## config.mk

```make
export PLATFORM = sky130hd
export DESIGN_NAME = tdm_mixer
export DESIGN_NICKNAME = d
export VERILOG_FILES = /design/src/rtl/mixer_pkg.sv /design/src/rtl/mix_scale.sv /design/src/rtl/tdm_mixer.sv
export SDC_FILE = /design/constraint.sdc
export NUM_CORES = 1
export LEC_CHECK = 0
export CORE_MARGIN = 5
export CORE_UTILIZATION = 30
export DETAILED_ROUTE_END_ITERATION = 6
export GPL_TIMING_DRIVEN = 1
export PLACE_DENSITY = 0.49
export SKIP_LAST_GASP = 1
export SYNTH_ARGS = -nofsm -noshare
export SYNTH_HDL_FRONTEND = slang
export SYNTH_SLANG_ARGS = --single-unit
```

## constraint.sdc

```tcl
create_clock -name clk -period 5.21 [get_ports clk]
set_input_delay 1.042 -clock clk [delete_from_list [all_inputs] [get_ports clk]]
set_output_delay 1.042 -clock clk [all_outputs]
set_load 0.1 [all_outputs]
```

## src/rtl/mixer_pkg.sv

```systemverilog
// Shared constants, FSM state type and width helpers for the TDM mixer family.
package mixer_pkg;

    localparam int DEF_NCH   = 4;
    localparam int DEF_VOL_W = 4;
    localparam int DEF_ENV_W = 4;
    localparam int DEF_OUT_W = 8;

    typedef enum logic [1:0] {
        S_IDLE   = 2'd0,
        S_MAC    = 2'd1,
        S_FINISH = 2'd2
    } mix_state_e;

    // Width of one volume x envelope product.
    function automatic int prod_w(input int vol_w, input int env_w);
        return vol_w + env_w;
    endfunction

    // Averaging shift; a single channel needs no shift.
    function automatic int shift_w(input int nch);
        return (nch > 1) ? $clog2(nch) : 0;
    endfunction

    // Accumulator width: enough headroom for NCH full-scale products.
    function automatic int acc_w(input int nch, input int vol_w, input int env_w);
        return prod_w(vol_w, env_w) + shift_w(nch);
    endfunction

endpackage

```

## src/rtl/mix_scale.sv

```systemverilog
// Final scaling of a frame sum: average (shift) or saturate, then keep the top bits.
module mix_scale #(
    parameter int P     = 8,
    parameter int L     = 2,
    parameter int OUT_W = 8
) (
    input  logic [P+L-1:0] sum,
    input  logic           norm,
    output logic [OUT_W-1:0] sample,
    output logic           clip
);

    // Largest value representable in P bits, expressed at accumulator width.
    localparam logic [P+L-1:0] SAT_MAX = {(P+L){1'b1}} >> L;

    logic [P-1:0] v;

    // Pick the scaled value and clip flag for the selected mode.
    always_comb begin
        v    = '0;
        clip = 1'b0;
        if (norm) begin
            v = P'(sum >> L);
        end else if (sum > SAT_MAX) begin
            v    = '1;
            clip = 1'b1;
        end else begin
            v = P'(sum);
        end
    end

    assign sample = OUT_W'(v >> (P - OUT_W));

endmodule

```

## src/rtl/tdm_mixer.sv

```systemverilog
// Time-multiplexed mixer: one shared MAC walks the channels once per sample tick.
module tdm_mixer
    import mixer_pkg::*;
#(
    parameter int NCH   = DEF_NCH,
    parameter int VOL_W = DEF_VOL_W,
    parameter int ENV_W = DEF_ENV_W,
    parameter int OUT_W = DEF_OUT_W
) (
    input  logic                   clk,
    input  logic                   rst,
    input  logic                   sample_tick,
    input  logic                   norm,
    input  logic [NCH-1:0]         wave,
    input  logic [NCH-1:0]         enable,
    input  logic [NCH*VOL_W-1:0]   volume,
    input  logic [NCH*ENV_W-1:0]   env,
    output logic [OUT_W-1:0]       mixout,
    output logic                   mix_valid,
    output logic                   busy,
    output logic                   clip,
    output logic                   overrun
);

    localparam int P  = prod_w(VOL_W, ENV_W);
    localparam int L  = shift_w(NCH);
    localparam int A  = acc_w(NCH, VOL_W, ENV_W);
    localparam int IW = (NCH > 1) ? $clog2(NCH) : 1;

    mix_state_e state;
    logic [IW-1:0] idx;
    logic [A-1:0]  acc;

    // Frame snapshot: live inputs may change freely once a frame has started.
    logic [NCH-1:0]            wave_s;
    logic [NCH-1:0]            en_s;
    logic [NCH-1:0][VOL_W-1:0] vol_s;
    logic [NCH-1:0][ENV_W-1:0] env_s;
    logic                      norm_s;

    logic [NCH-1:0][P-1:0] terms;
    logic [P-1:0]          term;
    logic [OUT_W-1:0]      sample_nxt;
    logic                  clip_nxt;

    // Gated per-channel products from the snapshot.
    for (genvar g = 0; g < NCH; g++) begin : g_term
        assign terms[g] = (en_s[g] & wave_s[g]) ? P'(vol_s[g]) * P'(env_s[g]) : '0;
    end

    // Select the channel the MAC is working on this cycle.
    always_comb begin
        term = '0;
        for (int i = 0; i < NCH; i++) begin
            if (idx == IW'(i)) term = terms[i];
        end
    end

    mix_scale #(.P(P), .L(L), .OUT_W(OUT_W)) u_scale (
        .sum    (acc),
        .norm   (norm_s),
        .sample (sample_nxt),
        .clip   (clip_nxt)
    );

    // Frame FSM, snapshot capture, MAC and registered outputs.
    always_ff @(posedge clk) begin
        if (rst) begin
            state     <= S_IDLE;
            idx       <= '0;
            acc       <= '0;
            wave_s    <= '0;
            en_s      <= '0;
            vol_s     <= '0;
            env_s     <= '0;
            norm_s    <= 1'b0;
            mixout    <= '0;
            mix_valid <= 1'b0;
            busy      <= 1'b0;
            clip      <= 1'b0;
            overrun   <= 1'b0;
        end else begin
            mix_valid <= 1'b0;
            overrun   <= sample_tick && (state != S_IDLE);
            case (state)
                S_IDLE: begin
                    if (sample_tick) begin
                        wave_s <= wave;
                        en_s   <= enable;
                        vol_s  <= volume;
                        env_s  <= env;
                        norm_s <= norm;
                        acc    <= '0;
                        idx    <= '0;
                        busy   <= 1'b1;
                        state  <= S_MAC;
                    end
                end
                S_MAC: begin
                    acc <= acc + A'(term);
                    if (idx == IW'(NCH - 1)) state <= S_FINISH;
                    else                     idx   <= idx + 1'b1;
                end
                S_FINISH: begin
                    mixout    <= sample_nxt;
                    clip      <= clip_nxt;
                    mix_valid <= 1'b1;
                    busy      <= 1'b0;
                    state     <= S_IDLE;
                end
                default: state <= S_IDLE;
            endcase
        end
    end

endmodule

```

==> results_dict.tcl, run 1 <==
set metrics [dict create \
    outcome "complete, no violations" \
    gp_congestion 0.860 \
    internal_power_mw 0.972 \
    nets 745 \
    synth_top_area_cell "dfxtp_1" \
    synth-seq-area-share_pct 28.3 \
    p_clk_share_pct 47.2 \
    netlist_instances 580 \
    synth_common_cells "nand2_1, dfxtp_1, a21oi_1" \
    drt-pass1-iter-count 5 \
    multi_input_area_um2 3190 \
    p_comb_share_pct 10.6 \
    dp_hpwl_mm 9.17 \
    clockRootBuffer "clkbuf_16" \
    fillCellCount 1617 \
    hold_viol_final 0 \
    die_y_um 136 \
    synth_area_leaders "dfxtp_1, ha_1, nand2_1" \
    critPathMaxFanout 5 \
    cp_top_family "adder cells" \
    avgRoutedWirePerCell_um 14.3 \
    track_usage_pct 14.1 \
    whs_ps 460 \
    post-cts-setup-buffer-count 0 \
    regArea_um2 1340 \
    fin_skew_ps 9.82 \
    rsz0062_at_grt "false" \
    cts_max_level 3 \
    max_slew_margin_pct 32.4 \
    tns_ps 0 \
    crit_buf_inv 1 \
    post-synth-top-count-cell "nand2_1" \
    grt_first_pass_wirelength_mm 20.7 \
    antenna_found_initial 0 \
    yosysUniqueCellTypes 50 \
    synth_nets 701 \
    end_kind "flop" \
    clock_latency_ps 350 \
    port_buffers 55 \
    drtAntennaViolNets 0 \
    fmax_ghz 0.229 \
    clock-sinks 67 \
    grt_pass1_vias 4270 \
    finalSetupViolations 0 \
    start_kind "flop" \
    initial_utilization_pct 30.2 \
    required_ps 5490 \
    viasPerCell 4.83 \
    boundaryPins 56 \
    drc 0 \
    synth_async_sr_flop_share_pct 0 \
    power.density_nw_per_um2 230 \
    n_antenna_cell 0 \
    dpl_cell_area_um2 5470 \
    p_switching_mw 0.355 \
    path_cells "nand2_1 -> fa_1 -> inv_1 -> fa_1 -> ha_1 -> a211oi_1 -> o21bai_1 -> a21oi_1 -> xnor2_1 -> a32oi_1 -> o221ai_1 -> ha_1 -> o21ai_0 -> a21oi_1 -> o41ai_1 -> a21oi_1 -> mux2_1 -> nor2_1" \
    worst_path_most_repeated_cell "a21oi_1" \
    core_um2 15700 \
    routed_wl_mm 12.1 \
    swShare_pct 26.7 \
    fin_crit_sh_pct 84.0 \
    synth_edf_count 0 \
    rows 46 \
    p_leak_nw 2.51 \
    clkSlewWorstSetupHoldPaths_ps 60 \
    synth_top_cell_area_share_pct 28.3 \
    fp.dieW_um 136 \
    grt_max_degree 50 \
    post-route-util_pct 36.7 \
    share_seq_of_total_power_pct 42.2 \
    slew_violations 0 \
    gr-total-overflow 0 \
    worstMarginPinSlew_ps 1010 \
    ctsResizeCount 0 \
    areaGrowthSynthToFinish_pct 21.7 \
    cp_slowest_stage_delay_ps 540 \
    ctsHoldBuffers 0 \
    min_path_type "flop to flop" \
    arrival_ps 4660 \
    peakVddDrop_mv 0.156 \
    drt-initial-drc-count 186 \
    via_count 4080 \
    synth.cell_area_um2 4740 \
    yosys_warnings 0 \
    critical_path_class "flop to flop" \
    avgSynthCellArea_um2 8.18 \
    clock_path_buffers 2 \
    yosys_most_used_dff "dfxtp_1" \
    layout-drive-gt1-share_pct 3.66 \
    cts-buffers-inserted 9 \
    postLayoutCellArea_um2 5770 \
    period_minus_slack_ps 4380 \
    cp_slowest_cell "fa_1" \
    cts_tree "yes" \
    synth_seq_cells 67 \
    max_cap_violations 0 \
    dieArea_um2 18400 \
]
metrics by stage:
| step | total power, mW | setup slack [ps] | cells |
|---|---|---|---|
| finish | 1.33 | 834 | 845 |
| global route | 1.39 | 465 | 845 |
| CTS | 1.34 | 806 | 845 |
| detailed placement | 0.713 | 841 | 829 |
| global placement | 0.711 | 843 | 829 |
| floorplan | 0.649 | 1180 | 580 |
routing by layer:
layer	part of all wire, %	track usage (%)	up-vias
met4	2.5	5.82	0
met2	47	23.2	56
li1	-	-	2068
met1	47	17.5	1937
met5	0	0	-
met3	3.5	3.57	19
power by group through the flow:
stage | logic [mW] | registers, mW | clock network (mW)
after floorplan | 0.0816 | 0.568 | 0
after global placement | 0.142 | 0.569 | 0
after detailed placement | 0.143 | 0.570 | 0
after CTS | 0.144 | 0.559 | 0.640
after global routing | 0.160 | 0.563 | 0.664
final | 0.141 | 0.559 | 0.626
cells in the final DEF (no fill, tap or decap), types with 2 or more instances in the layout:
cell	count
inv_1	27
o22ai_1	3
mux2i_1	6
ha_1	60
clkbuf_16	9
nand3b_1	2
nor3_1	10
nand2_1	111
mux2_1	2
xor2_1	6
o21bai_1	6
nor3b_1	2
xnor2_1	9
a211oi_1	12
inv_6	2
fa_1	17
nor2b_1	5
o21a_1	2
a31oi_1	2
clkinvlp_4	2
and3_1	3
a21o_1	8
clkdlybuf4s50_1	54
nand2b_1	2
a22oi_1	4
a211o_1	2
nor4b_1	2
a21oi_1	63
nand3_1	9
o221ai_1	2
nor2_1	37
and2_1	46
buf_4	3
dfxtp_1	67
o21ai_0	11
cells by family (layout without fill, tap and decap cells):
family,count (synthesis),in the layout,share of synthesized area [%]
AO/OA/AOI/OAI,127,127,16.7
XOR/XNOR,15,15,2.77
adder cells (fa/ha/maj),77,77,23.0
buffers and inverters,52,101,4.41
flip-flops,67,67,28.3
multiplexers,8,8,1.74
AND/OR/NAND/NOR,234,234,23.1
worst reg2reg max path, stage by stage (launching register included):
cell	delay [ps]
dfxtp_1	410
nand2_1	110
fa_1	540
inv_1	60
fa_1	530
ha_1	330
a211oi_1	320
o21bai_1	120
a21oi_1	180
xnor2_1	90
a32oi_1	170
o221ai_1	150
ha_1	330
o21ai_0	90
a21oi_1	200
o41ai_1	110
a21oi_1	140
mux2_1	330
nor2_1	90
flip-flops by register name, summed over array words and instances, names as in the netlist:
signal     count
norm_s         1
overrun        1
busy           1
state          2
clip           1
idx            2
acc           10
mix_valid      1
en_s           4
wave_s         4
env_s         16
vol_s         16
mixout         8
final timing paths:
kind / start / slack [ps] / cells after the start / end
max: vol_s[8]$_SDFFE_PP0P_ / 830 / 18 / acc[8]$_SDFFE_PP0P_
min: wave_s[2]$_SDFFE_PP0P_ / 460 / 2 / wave_s[2]$_SDFFE_PP0P_
max reg2reg: vol_s[8]$_SDFFE_PP0P_ / 830 / 18 / acc[8]$_SDFFE_PP0P_
min reg2reg: wave_s[2]$_SDFFE_PP0P_ / 460 / 2 / wave_s[2]$_SDFFE_PP0P_
cell type report:
class	instances	share of cell area, %
Multi-Input combinational cell	461	55.3
Sequential cell	67	23.2
Timing Repair Buffer	58	9.84
Tap cell	216	4.68
Clock buffer	10	3.97
Inverter	27	1.76
Clock inverter	6	1.24
Power figures use the tool's default switching activity.
==> run 2: changes to the inputs <==
PLACE_DENSITY = 0.51   (was 0.49)
clock period = 3.6 ns   (was 5.21 ns; I/O delays follow)
==> run 2 against run 1 <==
  * The run now ends with negative setup slack left
  * Sequential cell count did not move
  * Via count grew 6.3%
  * Power up 47%
  * Combinational power grew 82%
  * Global-route usage is 0.73 points higher
  * Non-clock buffer count increased by 57
  * Largest cell class unchanged
  * Highest routed layer unchanged
==> results_dict.tcl, run 2 (synthesis gave the netlist of run 1 again) <==
set metrics [dict create \
    die_y_um 136 \
    viasPerCell 4.81 \
    grt_pass1_vias 4546 \
    outcome "complete, but fails checks" \
    cp_slowest_cell "fa_2" \
    cts_max_level 3 \
    period_minus_slack_ps 4000 \
    drtAntennaViolNets 0 \
    hold_viol_final 0 \
    layout-drive-gt1-share_pct 19.2 \
    critPathMaxFanout 2 \
    rows 46 \
    critical_path_class "flop to flop" \
    clock_path_buffers 2 \
    path_cells "nand2_2 -> fa_1 -> inv_2 -> fa_2 -> inv_2 -> fa_2 -> inv_1 -> a21o_1 -> a21oi_2 -> xor2_1 -> o22ai_1 -> a221o_1 -> ha_4 -> o21ai_1 -> a21oi_2 -> o41ai_1 -> a21oi_1 -> mux2_1 -> nor2_1" \
    p_switching_mw 0.505 \
    min_path_type "flop to flop" \
    fin_cells 902 \
    max_cap_violations 0 \
    areaGrowthSynthToFinish_pct 35.2 \
    clkSlewWorstSetupHoldPaths_ps 60 \
    fin_skew_ps 9.70 \
    antenna_found_initial 0 \
    fp.dieW_um 136 \
    dieArea_um2 18400 \
    p_clk_share_pct 45.9 \
    layout_common_cells "nand2_1, a21oi_1, ha_1, buf_4" \
    drc 0 \
    worstMarginPinSlew_ps 981 \
    share_seq_of_total_power_pct 41.0 \
    slew_violations 0 \
    track_usage_pct 14.8 \
    setup_slack_ps -398 \
    power.density_nw_per_um2 305 \
    max_slew_margin_pct 34.4 \
    crit_buf_inv 3 \
    rsz0062_at_grt "true" \
    finalSetupViolations 7 \
    cts-buffers-inserted 9 \
    violations "negative setup slack" \
    dp_slack_ps -442 \
    grt_max_degree 51 \
    clock-sinks 67 \
    final_common_cell "nand2_1" \
    via_count 4339 \
    arrival_ps 4280 \
    cp_slowest_stage_delay_ps 570 \
    peakVddDrop_mv 0.207 \
    place_inst 879 \
    end_kind "flop" \
    initial_utilization_pct 30.2 \
    routed_wl_mm 12.7 \
    avgRoutedWirePerCell_um 14.1 \
    tns_ps -1620 \
    cts_tree "yes" \
    required_ps 3880 \
    gr-total-overflow 0 \
    clockRootBuffer "clkbuf_16" \
    port_buffers 55 \
    cp_top_family "adder cells" \
    p_leak_nw 2.85 \
    nets 802 \
    grt_first_pass_wirelength_mm 21.8 \
    fmax_ghz 0.250 \
    core_um2 15700 \
    gp_congestion 0.852 \
    drt-initial-drc-count 156 \
    drt-pass1-iter-count 4 \
    boundaryPins 56 \
    swShare_pct 25.9 \
    fin_crit_sh_pct 111 \
    internal_power_mw 1.45 \
    n_antenna_cell 0 \
    dp_hpwl_mm 9.76 \
    p_comb_share_pct 13.1 \
    start_kind "flop" \
    clock_latency_ps 340 \
    top_regs "env_s (16), vol_s (16), acc (10)" \
]
## run 2: changes by cell type in the layout (fill, tap and decap cells not counted), sizes merged
cell	change
buf	+57
clkinvlp	-1
clkbuf	+1
inv	-2
clkinv	+2
## run 2: what timing repair did
action                                  CTS  global route
endpoints found under the hold margin     0             0
pin swaps                                16            23
gates resized for setup                  14            27
hold buffers                              0             0
buffers inserted                          4             3
endpoints found under the setup margin    7             7
## run 2: worst paths after layout
path / from / endpoint / slack (ps) / cells after the start
worst min-delay path: en_s[2]$_SDFFE_PP0P_ / en_s[2]$_SDFFE_PP0P_ / 450 / 2
worst min register to register: en_s[2]$_SDFFE_PP0P_ / en_s[2]$_SDFFE_PP0P_ / 450 / 2
worst max-delay path: env_s[7]$_SDFFE_PP0P_ / acc[8]$_SDFFE_PP0P_ / -400 / 19
worst max register to register: env_s[7]$_SDFFE_PP0P_ / acc[8]$_SDFFE_PP0P_ / -400 / 19
## run 2: area by class of cell
class                      instances  area [um^2]
timing repair buffer             115         1010
tap                              216          270
clock buffer                      11          243
sequential                        67         1360
inverter                          27          101
multi-input combinational        461         3380
clock inverter                     5         52.6
fill                            1605         9300
## run 2: per-layer routing
layer | vias to the layer above | global-route usage [%] | share of wire (%)
met3 | 24 | 3.71 | 4.1
met4 | 0 | 5.60 | 2.7
met2 | 74 | 23.6 | 45
li1 | 2186 | - | -
met1 | 2055 | 19.3 | 48
met5 | - | 0 | 0
## run 2: per-stage QoR
step | hold slack (ps) | cell area [um^2] | utilization [%] | power (mW)
4_1_cts | 460 | 6270 | 39.9 | 1.98
3_3_place_gp | 443 | 5910 | 37.6 | 1.06
2_1_floorplan | 432 | 4800 | - | 0.941
3_5_place_dp | 451 | 5910 | 37.6 | 1.07
6_report | 455 | 6410 | 40.8 | 1.95
5_1_grt | 483 | 6410 | 40.8 | 2.05
## run 2: power by group through the flow
stage          combinational, mW  clock (mW)  sequential, mW
3_3_place_gp               0.249           0           0.815
4_1_cts                    0.255       0.928           0.801
5_1_grt                    0.286       0.955           0.806
3_5_place_dp               0.251           0           0.816
6_report                   0.256       0.896           0.801
2_1_floorplan              0.118           0           0.823
## run 2: worst register-to-register path: cells and delay by family, from the launching register on
| family | cells | cell delay [ps] |
|---|---|---|
| adder cells (fa/ha/maj) | 4 | 1730 |
| AO/OA/AOI/OAI | 8 | 1100 |
| multiplexers | 1 | 340 |
| AND/OR/NAND/NOR | 2 | 130 |
| flip-flops | 1 | 340 |
| buffers and inverters | 3 | 140 |
| XOR/XNOR | 1 | 150 |
==> run 3: changes to the inputs <==
SKIP_CTS_REPAIR_TIMING = 1   (was not set)
==> run 3 against run 2 <==
  * The flow still finishes with violations (negative setup slack)
  * Combinational power hardly changed
  * First-iteration DRC count is 3.8% lower
  * Routed wire length is 0.68% lower
  * Critical path type unchanged
  * Largest cell class unchanged
==> results_dict.tcl, run 3 (synthesis gave the netlist of run 1 again) <==
set metrics [dict create \
    rsz0062_at_grt "true" \
    critical_path_class "flop to flop" \
    setup_slack_ps -465 \
    clock_latency_ps 340 \
    max_slew_margin_pct 34.4 \
    fin_skew_ps 9.04 \
    peakVddDrop_mv 0.203 \
    drtAntennaViolNets 0 \
    cts_max_level 3 \
    max_cap_violations 0 \
    fp.dieW_um 136 \
    required_ps 3880 \
    critPathMaxFanout 2 \
    initial_utilization_pct 30.2 \
    gp_congestion 0.852 \
    fin_crit_sh_pct 113 \
    hold_viol_final 0 \
    dp_slack_ps -442 \
    port_buffers 55 \
    slew_violations 0 \
    finalSetupViolations 7 \
    power.total_mw 1.95 \
    areaGrowthSynthToFinish_pct 33.3 \
    worstMarginPinSlew_ps 981 \
    boundaryPins 56 \
    grt_first_pass_wirelength_mm 21.7 \
    tns_ps -1870 \
    post-route-util_pct 40.2 \
    min_path_type "flop to flop" \
    grt_max_degree 51 \
    final_common_cell "nand2_1" \
    outcome "complete, but fails checks" \
    dp_hpwl_mm 9.76 \
    layout-drive-gt1-share_pct 17.7 \
    core_um2 15700 \
    p_leak_nw 2.82 \
    power.density_nw_per_um2 308 \
    dieArea_um2 18400 \
    antenna_found_initial 0 \
    gr-total-overflow 0 \
    routed_wl_mm 12.6 \
    rows 46 \
    viasPerCell 4.77 \
    start_kind "flop" \
    track_usage_pct 14.7 \
    whs_ps 455 \
    place_inst 879 \
    cts-buffers-inserted 9 \
    clock-sinks 67 \
    end_kind "flop" \
    drt-initial-drc-count 150 \
    clockRootBuffer "clkbuf_16" \
    drt-pass1-iter-count 4 \
    cts_tree "yes" \
    n_antenna_cell 0 \
    fmax_ghz 0.246 \
    arrival_ps 4340 \
    grt_pass1_vias 4481 \
    period_minus_slack_ps 4070 \
    via_count 4289 \
    drc 0 \
    violations "negative setup slack" \
    dpl_cell_area_um2 5910 \
    layout_common_cells "nand2_1, ha_1, a21oi_1, buf_4" \
    clock_path_buffers 2 \
    fin_cells 900 \
    postLayoutCellArea_um2 6320 \
    die_y_um 136 \
    top_regs "env_s (16), vol_s (16), acc (10)" \
    nets 800 \
    avgRoutedWirePerCell_um 14.0 \
    clkSlewWorstSetupHoldPaths_ps 60 \
]
run 3: cell type report:
cell class                      count  area, um^2
Multi-Input combinational cell    461        3310
Clock buffer                       11         243
Fill cell                        1625        9390
Inverter                           27         101
Clock inverter                      5        52.6
Sequential cell                    67        1360
Tap cell                          216         270
Timing Repair Buffer              113         985
run 3: path summary, 6_finish.rpt:
check / from / slack (ps) / cells past startpoint / to
setup reg to reg: env_s[5]$_SDFFE_PP0P_ / -470 / 19 / acc[8]$_SDFFE_PP0P_
hold reg to reg: en_s[2]$_SDFFE_PP0P_ / 450 / 2 / en_s[2]$_SDFFE_PP0P_
setup / recovery: env_s[5]$_SDFFE_PP0P_ / -470 / 19 / acc[8]$_SDFFE_PP0P_
hold / removal: en_s[2]$_SDFFE_PP0P_ / 450 / 2 / en_s[2]$_SDFFE_PP0P_
run 3: worst max-delay path, cell delays in order, from the launching register on:
cell,delay [ps]
dfxtp_2,330
nand2_2,60
fa_1,550
inv_2,40
fa_2,560
inv_2,40
fa_2,360
inv_2,50
a21o_1,110
a21oi_2,50
xor2_1,170
o22ai_1,110
a221o_1,400
ha_4,290
o21ai_2,50
a21oi_2,170
o41ai_2,100
a21oi_1,140
mux2_1,330
nor2_1,80
run 3: per-layer routing:
layer | vias to the layer above | wire [um] | global-route usage [%]
met5 | - | 0 | 0
met2 | 63 | 5820 | 23.8
li1 | 2180 | - | -
met3 | 19 | 517 | 3.90
met4 | 0 | 232 | 4.70
met1 | 2027 | 6070 | 19.1
run 3: report_power, final:
part	leakage (nW)	switching (mW)	internal, mW
Clock	0.145	0.343	0.551
Combinational	2.12	0.134	0.120
Sequential	0.552	0.0254	0.776
Total	2.82	0.502	1.45
==> edit 1 (settings of run 3) <==
The package constant `DEF_VOL_W` goes from 4 to 5.
--- a/src/rtl/mixer_pkg.sv
+++ b/src/rtl/mixer_pkg.sv
@@ -2,7 +2,7 @@
 package mixer_pkg;
 
     localparam int DEF_NCH   = 4;
-    localparam int DEF_VOL_W = 4;
+    localparam int DEF_VOL_W = 5;
     localparam int DEF_ENV_W = 4;
     localparam int DEF_OUT_W = 8;
 
Interface: changed (resized volume); port bits go from 56 to 60. The function was not compared with the original's and may differ.
==> edit 1 against run 3 <==
The flow still finishes with violations (setup timing). Wire length up 27%. Combinational power up 23%. Power up 8.8%. Non-clock buffer count up 43. Global-route usage up 0.43 points. Design area up 25%. Area after synthesis up 20%. Sequential cell count up 5. Die area up 19%. Maximum frequency down 4.7%. Worst setup slack worse by 200 ps. Critical path type unchanged.
==> edit 1: results (changes against run 3) <==
- Status: complete, but fails checks
- Mapped Nets: 857 (+22%)
- Area fraction in compound gates after synthesis: 0.182 (+0.0150)
- Worst R2R Path Depth: 15 (-4)
- Final setup vio count: 7 (unchanged)
- Violated checks: setup timing
- Top post-synthesis cells by area: dfxtp_1 25%, ha_1 14%, nand2_1 8.9%, fa_1 8.8%, a21oi_1 6.1%
- Synth Instances: 719 (+24%)
- Critical path endpoint: acc[10]$_SDFFE_PP0P_
- Met3 GRT Util: 0.0371 (-0.00191)
- Min-delay src: mixout[2]$_SDFFE_PP0P_
- Number of global-route vias before repair: 5403 (+21%)
- Initial antenna violation count: 0 (unchanged)
- Fin Setup TNS: -3330 ps (-1450 ps)
- Largest registers: vol_s x20, env_s x16, acc x11
- Share of cells above drive strength 1: 0.236 (+0.0591)
- CP max FO: 3 (+1)
- Max H-tree Level: 3 (unchanged)
- Setup WS post-layout: -665 ps (-200 ps)
- Crit path launch: env_s[11]$_SDFFE_PP0P_
- Worst Path Arrival: 4500 ps (+160 ps)
- Gpl congestion: 0.847 (-0.53%)
- Dpl ws: -733 ps (-291 ps)
- Worst reg2reg startpoint: env_s[11]$_SDFFE_PP0P_
- Routed WL per cell: 14.7 um (+4.3%)
- Number of port buffers: 59 (+7.3%)
- Vias per std cell: 4.91 (+3.0%)
- Post-synth top cells: 135 x nand2_1, 72 x dfxtp_1, 70 x a21oi_1
- Met2 wire len: 7.20 mm (+24%)
- Synthesized-area fraction occupied by adder cells: 0.230 (+0.000235)
- Sequential power: 0.000866 W (+8.1%)
- Tot GR Track Use: 0.151 (+0.00431)
- Iteration-0 DRC Markers: 225 (+50%)
- Wl on met1: 7.92 mm (+31%)
- Worst path max stage delay: 590 ps (+30 ps)
- GRT met2 Usage: 0.239 (+0.000478)
- Post-DP HPWL: 12.5 mm (+28%)
- Global-route wire length before repair: 26.8 mm (+24%)
- Filler instances: 1914 (+18%)
- Placed cells: 1075 (+22%)
- Clock skew: 12.9 ps (+3.87 ps)
- Worst-margin pin slew: 998 ps (+16.7 ps)
- Worst VDD drop: 0.000259 V (+28%)
- Post-route insts no fill: 1094 (+22%)
- Met1 usage: 0.213 (+0.0219)
- Power Combinational: 0.000313 W (+23%)
-- edit 1: changes by cell type after synthesis, moves of 7 or more --
cell      change
nand2_1      +24
buf_2         -9
clkbuf_1     +12
inv_1        +10
a21oi_1       +7
o21ai_0       +9
xnor2_1       -8
fa_1          +8
nand2b_1     +16
o311ai_0      +9
-- edit 1: worst min path at each step --
stage / cells past startpoint / end / slack [ps]
after floorplan: 2 / en_s[1]$_SDFFE_PP0P_ / 450
after global placement: 2 / mixout[3]$_SDFFE_PP0P_ / 450
after detailed placement: 2 / mixout[1]$_SDFFE_PP0P_ / 450
after CTS: 2 / mixout[2]$_SDFFE_PP0P_ / 460
after global routing: 2 / mixout[1]$_SDFFE_PP0P_ / 490
final: 2 / mixout[2]$_SDFFE_PP0P_ / 460
-- edit 1: area by class of cell --
class,count,area share
repair buffers,156,0.167
multi-input cells,579,0.555
flip-flops and latches,72,0.185
inverters,37,0.0175
clock inverters,7,0.00979
well taps,234,0.0369
clock buffers,9,0.0284
==> edit 2 (flow settings as in run 3) <==
Made on the original files. Put one more register stage on the output `mix_valid`, cleared by the reset. The value now appears one clock later. The other outputs are not delayed to match.
--- a/src/rtl/tdm_mixer.sv
+++ b/src/rtl/tdm_mixer.sv
@@ -26,6 +26,8 @@
     localparam int L  = shift_w(NCH);
     localparam int A  = acc_w(NCH, VOL_W, ENV_W);
     localparam int IW = (NCH > 1) ? $clog2(NCH) : 1;
+
+    logic mix_valid_s0;
 
     mix_state_e state;
     logic [IW-1:0] idx;
@@ -75,12 +77,12 @@
             env_s     <= '0;
             norm_s    <= 1'b0;
             mixout    <= '0;
-            mix_valid <= 1'b0;
+            mix_valid_s0 <= 1'b0;
             busy      <= 1'b0;
             clip      <= 1'b0;
             overrun   <= 1'b0;
         end else begin
-            mix_valid <= 1'b0;
+            mix_valid_s0 <= 1'b0;
             overrun   <= sample_tick && (state != S_IDLE);
             case (state)
                 S_IDLE: begin
@@ -104,7 +106,7 @@
                 S_FINISH: begin
                     mixout    <= sample_nxt;
                     clip      <= clip_nxt;
-                    mix_valid <= 1'b1;
+                    mix_valid_s0 <= 1'b1;
                     busy      <= 1'b0;
                     state     <= S_IDLE;
                 end
@@ -113,5 +115,13 @@
         end
     end
 
+    always_ff @(posedge clk) begin
+        if (rst) begin
+            mix_valid <= '0;
+        end else begin
+            mix_valid <= mix_valid_s0;
+        end
+    end
+
 endmodule
 
Check against the original RTL: not equivalent (Yosys sat finds a counterexample within 10 cycles, from zero or initial values and one cycle with rst high).
==> edit 2 against run 3 <==
Area after synthesis increased by 1.3%. Hold slack got worse by 7.4 ps. Sequential power increased by 1%. Wire length decreased by 3.5%. Non-clock buffer count increased by 4. The flow still finishes with violations (setup timing). Power increased by 0.66%. Critical path depth decreased by 1. Cell count increased by 0.89%. Design area increased by 1.5%. Worst setup slack got worse by 19 ps. Maximum frequency decreased by 0.48%. Critical path type unchanged. Sequential cell count increased by 1.
==> edit 2: results (changes against run 3) <==
- Largest registers: env_s x16, vol_s x16, acc x10
- Worst VDD drop: 0.000196 V (-3.6%)
- Sequential share of the synthesized area: 0.283 (+0.000631)
- Synth warnings: 0 (unchanged)
- Nets: 808 (+1.0%)
- Worst reg2reg startpoint: env_s[13]$_SDFFE_PP0P_
- Iteration-0 DRC Markers: 171 (+14%)
- Unique masters post-synth: 47 (-6.0%)
- Share of cells above drive strength 1: 0.188 (+0.0110)
- Relative slew slack: 0.346 (+0.00198)
- Min-delay src: mix_valid_s0$_SDFF_PP0_
- Violated checks: setup timing
- Worst R2R Path Depth: 18 (-1)
- Mapped Nets: 706 (+0.71%)
- Routed WL per cell: 13.4 um (-4.3%)
- Final setup vio count: 7 (unchanged)
- P_leak: 2.85 nW (+1.2%)
- RR Endpoint: acc[8]$_SDFFE_PP0P_
- Gpl congestion: 0.831 (-2.5%)
- Pre-antenna DRT Iters: 5 (+1)
- Worst Path Arrival: 4350 ps (about the same)
- Post-DP HPWL: 9.62 mm (-1.4%)
- Number of global-route vias before repair: 4499 (+0.40%)
- Vias per std cell: 4.68 (-1.8%)
- Status: complete, but fails checks
- Top post-synthesis cells by area: dfxtp_1 28%, ha_1 16%, nand2_1 8.8%, fa_1 7.1%, a21oi_1 6.3%
- Hold EP: mix_valid$_SDFF_PP0_
- HP Class: reg -> reg
- Worst Hold Slack: 447 ps (-7.38 ps)
- Initial antenna violation count: 0 (unchanged)
- Clk_lat worst skew: 340 ps (about the same)
- Async S/R FF share, synth: 0 (unchanged)
- Filler instances: 1643 (+1.1%)
- Global-route wire length before repair: 21.2 mm (-2.3%)
- Total CTS buffers: 9 (unchanged)
- Tot GR Track Use: 0.141 (-0.00605)
- Post-synth top area share: 0.283 (+0.000631)
- Setup WS post-layout: -485 ps (-19.5 ps)
- Post-synth top cells: 112 x nand2_1, 68 x dfxtp_1, 60 x a21oi_1, 60 x ha_1, 46 x and2_1
- Placed cell area: 0.00600 mm^2 (+1.6%)
- Largest net degree at the start of global routing: 44 (-14%)
- Clock skew: 11.3 ps (+2.21 ps)
- Worst hold path depth: 1 (-1)
- CTS max path bufs: 2 (unchanged)
- Fin Setup TNS: -1720 ps (+151 ps)
- Ys flop type: dfxtp_1
==> edit 2: logic make-up (layout without fill, tap and decap cells) <==
logic type / Yosys count / after routing / synth area share
AO/OA/AOI/OAI: 127 / 127 / 0.169
XOR/XNOR: 15 / 15 / 0.0274
adder cells (fa/ha/maj): 77 / 77 / 0.227
buffers and inverters: 53 / 160 / 0.0448
flip-flops: 68 / 68 / 0.283
multiplexers: 8 / 8 / 0.0172
AND/OR/NAND/NOR: 237 / 237 / 0.231
==> edit 2: cell type report <==
type / instances / area (um^2) / area share
clock buffer: 10 / 239 / 0.0372
clock inverter: 6 / 63.8 / 0.00994
inverter: 27 / 101 / 0.0158
multi-input combinational: 464 / 3360 / 0.523
sequential: 68 / 1380 / 0.214
tap: 216 / 270 / 0.0421
timing repair buffer: 117 / 1010 / 0.158
==> edit 2: worst max path at each step <==
stage                      startpoint                   to  cells past startpoint
2_1_floorplan  env_s[13]$_SDFFE_PP0P_  acc[8]$_SDFFE_PP0P_                     18
4_1_cts        env_s[14]$_SDFFE_PP0P_  acc[8]$_SDFFE_PP0P_                     18
3_5_place_dp   env_s[14]$_SDFFE_PP0P_  acc[8]$_SDFFE_PP0P_                     18
6_report       env_s[13]$_SDFFE_PP0P_  acc[8]$_SDFFE_PP0P_                     18
5_1_grt        env_s[13]$_SDFFE_PP0P_  acc[8]$_SDFFE_PP0P_                     18
3_3_place_gp   env_s[13]$_SDFFE_PP0P_  acc[8]$_SDFFE_PP0P_                     18
==> edit 2: stage by stage <==
stage | instances | power [W] | setup slack, ps
6_report | 908 | 0.00196 | -485
3_5_place_dp | 891 | 0.00108 | -525
2_1_floorplan | 585 | 0.000954 | -265
3_3_place_gp | 891 | 0.00108 | -455
4_1_cts | 907 | 0.00199 | -545
5_1_grt | 908 | 0.00206 | -746
==> edit 2: routing by layer <==
metal / wire [um] / vias up / global-route usage
met1: 5620 / 1972 / 0.173
met4: 187 / 0 / 0.0386
li1: - / 2198 / -
met5: 0 / - / 0
met3: 395 / 14 / 0.0298
met2: 6000 / 65 / 0.249
==> edit 2: critical path, stage by stage (launching register included) <==
cell	delay, ps
dfxtp_2	330
nand2_2	60
fa_1	550
inv_2	50
fa_2	590
ha_4	210
a211oi_4	200
o21bai_1	110
a21oi_1	170
xor2_1	170
o22ai_1	100
a221o_1	280
ha_1	290
o21ai_1	80
a21oi_2	170
o41ai_2	100
a21oi_1	140
mux2_1	330
nor2_1	80
==> edit 2: where the power goes <==
part,total (W),switching (W),leakage [nW],internal (W)
registers,0.000809,0.0000225,0.559,0.000786
clock network,0.000894,0.000340,0.144,0.000553
logic,0.000260,0.000136,2.15,0.000124
